File: config.mk
export PLATFORM = sky130hd
export DESIGN_NAME = pipe_ctrl
export DESIGN_NICKNAME = d
export VERILOG_FILES = /design/src/rtl/pipe_ctrl.sv
export SDC_FILE = /design/constraint.sdc
export NUM_CORES = 1
export LEC_CHECK = 0
export BUFFER_PORTS_ARGS = -buffer_cell sky130_fd_sc_hd__buf_2
export CELL_PAD_IN_SITES_DETAIL_PLACEMENT = 1
export CELL_PAD_IN_SITES_GLOBAL_PLACEMENT = 2
export CORE_ASPECT_RATIO = 0.75
export CORE_UTILIZATION = 27
export DETAILED_ROUTE_END_ITERATION = 6
export GPL_TIMING_DRIVEN = 0
export PLACE_DENSITY = 0.83
export SLEW_MARGIN = 20
export SYNTH_ARGS = -nofsm -noshare
export SYNTH_HDL_FRONTEND = slang
export SYNTH_SLANG_ARGS = --single-unit
File: constraint.sdc
create_clock -name clk_i -period 1.8 [get_ports clk_i]
set_input_delay 0.45 -clock clk_i [delete_from_list [all_inputs] [get_ports clk_i]]
set_output_delay 0.45 -clock clk_i [all_outputs]
set_load 0.05 [all_outputs]
File: src/rtl/pipe_ctrl.sv
// Pipeline sequencer: stall merge, trap flush/redirect and debug halt.
// Debug halt/drain states are built only with PIPE_CTRL_DEBUG_HALT_EN.
module pipe_ctrl #(
  parameter int unsigned FLUSH_CYCLES = 1,
  parameter int unsigned DRAIN_CYCLES = 4
) (
  input  logic        clk_i,
  input  logic        n_rst_i,
  input  logic        stallreq_if_i,
  input  logic        stallreq_id_i,
  input  logic        stallreq_ex_i,
  input  logic        stallreq_mem_i,
  input  logic        trap_req_i,
  input  logic [31:0] trap_pc_i,
  input  logic        dbg_halt_req_i,
  input  logic        dbg_resume_req_i,
  output logic [5:0]  stall_o,
  output logic        flush_o,
  output logic        ctrl_redirect_pc_o,
  output logic [31:0] redirect_pc_o,
  output logic        trap_ack_o,
  output logic        dbg_halted_o
);

  localparam logic [2:0] FL = 3'(FLUSH_CYCLES);

`ifdef PIPE_CTRL_DEBUG_HALT_EN
  localparam logic [3:0] DL = 4'(DRAIN_CYCLES);

  typedef enum logic [1:0] {
    RUN, FLUSH, DRAIN, HALTED
  } state_t;

  logic [3:0] dcnt, dcnt_nx;
`else
  typedef enum logic {
    RUN, FLUSH
  } state_t;

  logic unused_dbg;
  assign unused_dbg = dbg_halt_req_i
                    ^ dbg_resume_req_i;
`endif

  state_t      state, state_nx;
  logic [2:0]  fcnt, fcnt_nx;
  logic [5:0]  run_vec;
  logic        take;

  // Oldest stalled stage freezes itself and everything behind it.
  always_comb begin
    run_vec = 6'b000000;
    priority case (1'b1)
      stallreq_mem_i: run_vec = 6'b011111;
      stallreq_ex_i:  run_vec = 6'b001111;
      stallreq_id_i:  run_vec = 6'b000111;
      stallreq_if_i:  run_vec = 6'b000011;
      default:        run_vec = 6'b000000;
    endcase
  end

  assign take = trap_req_i & ~stallreq_mem_i;

  always_comb begin
    state_nx           = state;
    fcnt_nx            = fcnt;
    stall_o            = 6'b000000;
    flush_o            = 1'b0;
    ctrl_redirect_pc_o = 1'b0;
    trap_ack_o         = 1'b0;
`ifdef PIPE_CTRL_DEBUG_HALT_EN
    dcnt_nx            = dcnt;
`endif
    case (state)
      RUN: begin
        stall_o = run_vec;
        if (take) begin
          trap_ack_o = 1'b1;
          state_nx   = FLUSH;
          fcnt_nx    = FL;
        end
`ifdef PIPE_CTRL_DEBUG_HALT_EN
        else if (dbg_halt_req_i) begin
          state_nx = DRAIN;
          dcnt_nx  = DL;
        end
`endif
      end
      FLUSH: begin
        flush_o            = 1'b1;
        ctrl_redirect_pc_o = (fcnt == FL);
        fcnt_nx            = fcnt - 3'd1;
        if (fcnt == 3'd1) begin
          state_nx = RUN;
        end
      end
`ifdef PIPE_CTRL_DEBUG_HALT_EN
      DRAIN: begin
        stall_o = stallreq_mem_i ? run_vec
                                 : 6'b000011;
        if (take) begin
          trap_ack_o = 1'b1;
          state_nx   = FLUSH;
          fcnt_nx    = FL;
        end else if (!stallreq_mem_i) begin
          dcnt_nx = dcnt - 4'd1;
          if (dcnt == 4'd1) begin
            state_nx = HALTED;
          end
        end
      end
      HALTED: begin
        stall_o = 6'b111111;
        if (dbg_resume_req_i) begin
          state_nx = RUN;
        end
      end
`endif
      default: state_nx = RUN;
    endcase
  end

  always_ff @(posedge clk_i or negedge n_rst_i) begin
    if (!n_rst_i) begin
      state         <= RUN;
      fcnt          <= 3'd0;
      redirect_pc_o <= 32'h0;
`ifdef PIPE_CTRL_DEBUG_HALT_EN
      dcnt          <= 4'd0;
`endif
    end else begin
      state <= state_nx;
      fcnt  <= fcnt_nx;
`ifdef PIPE_CTRL_DEBUG_HALT_EN
      dcnt  <= dcnt_nx;
`endif
      if (trap_ack_o) begin
        redirect_pc_o <= trap_pc_i;
      end
    end
  end

`ifdef PIPE_CTRL_DEBUG_HALT_EN
  assign dbg_halted_o = (state == HALTED);
`else
  assign dbg_halted_o = 1'b0;
`endif

endmodule

# Yosys cells after proc, flatten, opt, wreduce, memory -nomap -nowiden
# Cells that the tools add are included.
dict set report totals {
  reg_bits 36
  inputBits 41
  out_inout_bits 42
  wordCells 22
}
dict set report op_classes {
  n_addsub 1
  n_eq_ne 2
  n_mux 13
  bitwise_logic 3
}
# operator count
set op_table {}
lappend op_table {{$mux W6} 4}
lappend op_table {{$pmux W3 S2} 1}
lappend op_table {{$mux W1} 5}
lappend op_table {{$eq A3 B1 Y1 const B} 1}
lappend op_table {{$mux W3} 1}
lappend op_table {{$sub A3 B1 Y3 const B} 1}
lappend op_table {{$mux W2} 1}
lappend op_table {{$ne A2 B2 Y1 const B} 1}
lappend op_table {{$not A1 Y1} 2}
lappend op_table {{$pmux W1 S2} 1}
lappend op_table {{$and A1 B1 Y1} 1}

# Logic depth before layout (Yosys ltp)
dict set report logic_depth {
  ltp_word 5
  ltp_mapped 4
  mapped_depth_nobuf 4
}

# Worst setup path before layout
# Ideal clock, no wire load.
dict set report synth_path {
  path_type {flip-flop to output port}
  from {register state}
  to {output stall_o[1]}
  arrival_ns 1.998
  required_ns 1.350
  setup_slack_ns -0.648
  path_stages_with_launch 4
  n_path_buf 2
  path_cell_list {dfrtp_1 -> clkbuf_1 -> a21oi_1 -> buf_4}
}
dict set report synth_between {
  elab_chain_cells 1
}
# item line
set synth_rtl {}
lappend synth_rtl {{start, declared} 45} ;# state_t state, state_nx;
lappend synth_rtl {{start signal, assigned} 132} ;# state <= state_nx;
lappend synth_rtl {{$mux W6} 74} ;# case (state)
lappend synth_rtl {{end, declared} 17} ;# output logic [5:0] stall_o,
# Every way passes these cells.

# Worst setup path in the final report
# Ends and elaborated chain as after synthesis.

==> results.txt <==
Status: finished clean
Top-area cell type share of the netlist area: 0.6061
CTS tree: yes
Die span in x: 87.68 um
Critical path required time: 1.35 ns
First-pass GRT wire length: 5223 um
Non-filler cells, final: 263
Crit. End Element: output pin
Met3 wire length: 309 um
CP arrival: 1.30 ns
Final core utilization: 0.4265
Max-Cap Viols: 0
ANT cells: 0
Clk Latency, worst-skew pair: 0.28 ns
Final Skew: 0.003860 ns
Register area share after synthesis: 0.6061
Post-Route WL: 3305 um
Mapped Cells: 101
DP Area: 1993 sq um
Met1 Wirelength: 1546 um
Most instantiated cells after synthesis: 36 x dfrtp_1, 30 x mux2_2, 4 x inv_1, 4 x nor2_1
Fin. max-slew vios: 0
Routed Antenna Nets: 0
Clock Root Buffer: clkbuf_8
# fillers: 561
Hold WC Path Type: in -> async
Fin crit share: 0.9713
Port Buffers: 78
Placed Cells: 252
Highest clock rate: 0.5720 GHz
Die area: 5809 sq um
Vias: 1,097
TritonRoute pass-1 iters: 4
CTS buffer count: 5
Drt initial violations: 20
Io pins: 83
Chip height: 66.26 um
Critical path launch point type: register
Area leader, netlist: dfrtp_1
Mapped Avg Cell Area: 14.72 sq um
Initial Util: 0.2919
Final setup vio count: 0
Count leader, synth: dfrtp_1
Gr ovfl total: 0
Bufs on Longest Clock Path: 2
Most common flop cell mapped by yosys: dfrtp_1
Yosys warns: 0
Pin count of the biggest net entering global routing: 37
Core Footprint: 5092 sq um
Post-DR wirelength/cell: 12.57 um
Finished layout cell area: 2172 sq um
Number of flops mapped to enable cells by yosys: 0
Synth area leaders: dfrtp_1 61%, mux2_2 23%, buf_6 2.3%
Sink Count: 36
DPL Wire Length: 2483 um
Max layer used: met4
Async set or reset register ratio after synthesis: 1.000
H-tree levels: 2
Layout area overhead: 46.13%
Register bit total from synthesis: 36
Slew HR: 0.4613
Worst Tran Pin Value: 0.8081 ns
Initial antenna violation count: 0
DRC Markers: 0
FP Rows: 22
Final setup margin: 0.05168 ns
Vias in the first global route: 1,057
DR WL met2: 1404 um
Pre-CTS setup slack: -0.1852 ns
Crit path time final: 1.748 ns
Layout cell share with drive strength beyond 1: 0.6963
Vias/cell: 4.171
Crit path max fanout: 10
Fin. Hold Viols: 0
RD Place Congestion: 0.6320
Net count, final: 233
RSZ-0062 raised after global routing: no
Crit path kind: reg -> out
Total GRT Usage: 0.1231
Post-synthesis cell area: 1486 sq um
Yosys cell types: 21
CTS clk-pin slew, worst paths: 0.07 ns
## logic make-up (layout without fill, tap and decap cells)
group | after synthesis | in the layout | share of synthesized area
flip-flops | 36 | 36 | 0.6061
multiplexers | 32 | 32 | 0.2424
AND/OR/NAND/NOR | 13 | 13 | 0.05387
buffers and inverters | 11 | 100 | 0.05050
AO/OA/AOI/OAI | 5 | 5 | 0.02188
adder cells (fa/ha/maj) | 2 | 2 | 0.01683
other | 1 | 2 | 0.002523
XOR/XNOR | 1 | 1 | 0.005893
## timing repair
item                       CTS  global route
resized for setup            7             4
setup buffers                1             2
pin swaps                    1             0
hold endpoints to repair     0             0
setup endpoints to repair    7             4
hold buffers                 0             0
## worst max-delay path: stages (launching register included)
cell and delay [ns]:
dfrtp_2 0.43, buf_4 0.18, a21oi_4 0.13, buf_4 0.13, buf_6 0.14
## cell type report
| type | instances | area (sq um) | area share |
|---|---|---|---|
| flip-flops and latches | 36 | 902.1 | 0.4153 |
| multi-input cells | 55 | 540.5 | 0.2488 |
| repair buffers | 81 | 434.2 | 0.1999 |
| clock buffers | 7 | 96.34 | 0.04435 |
| well taps | 72 | 90.09 | 0.04147 |
| plain buffers | 7 | 63.81 | 0.02938 |
| clock inverters | 1 | 30.03 | 0.01382 |
| inverters | 4 | 15.01 | 0.006912 |
## state kept, by name (all words and copies together) (netlist names)
| name | flops |
|---|---|
| state | 1 |
| fcnt | 3 |
| redirect_pc_o | 32 |
## metrics by stage
step | TNS, ns | hold slack (ns)
after floorplan | -0.2579 | 0.1544
after global placement | -0.2110 | 0.4667
after detailed placement | -0.2294 | 0.4906
after CTS | 0 | 0.2817
after global routing | 0 | 0.3100
final | 0 | 0.2545
## routing by layer
layer,GRT usage,up-vias
li1,-,511
met1,0.1665,526
met5,0,-
met3,0.04370,5
met4,0.05533,0
met2,0.1748,55
## placed cells by master (no fill, tap or decap)
cell / count
or2_2: 1
mux2_2: 30
buf_6: 6
inv_1: 4
nand2b_1: 3
a21oi_4: 1
nor2_4: 1
bufinv_16: 1
mux2_1: 2
nor3_2: 1
a21o_1: 1
o21a_1: 1
nor2b_2: 1
nor2b_1: 1
nor2_1: 3
clkbuf_8: 7
dfrtp_1: 35
xnor2_1: 1
dfrtp_2: 1
buf_2: 74
clkbuf_4: 1
o22ai_1: 2
nand2_1: 1
conb_1: 2
ha_1: 2
nor3b_4: 1
buf_4: 7
## path summary, 6_finish.rpt
check / from / endpoint / slack (ns) / cells past startpoint
min: n_rst_i / redirect_pc_o[10] / 0.25 / 1
max reg2reg: state / redirect_pc_o[22] / 0.34 / 4
max: state / stall_o[1] / 0.05 / 4
min in group clk_i: trap_pc_i[8] / redirect_pc_o[8] / 0.40 / 2
min reg2reg: redirect_pc_o[8] / redirect_pc_o[8] / 0.50 / 1
max in group asynchronous: n_rst_i / state / 0.99 / 1
Power is not shown: default switching activity piles up to over one toggle a cycle in this logic, so the estimate is an artifact.
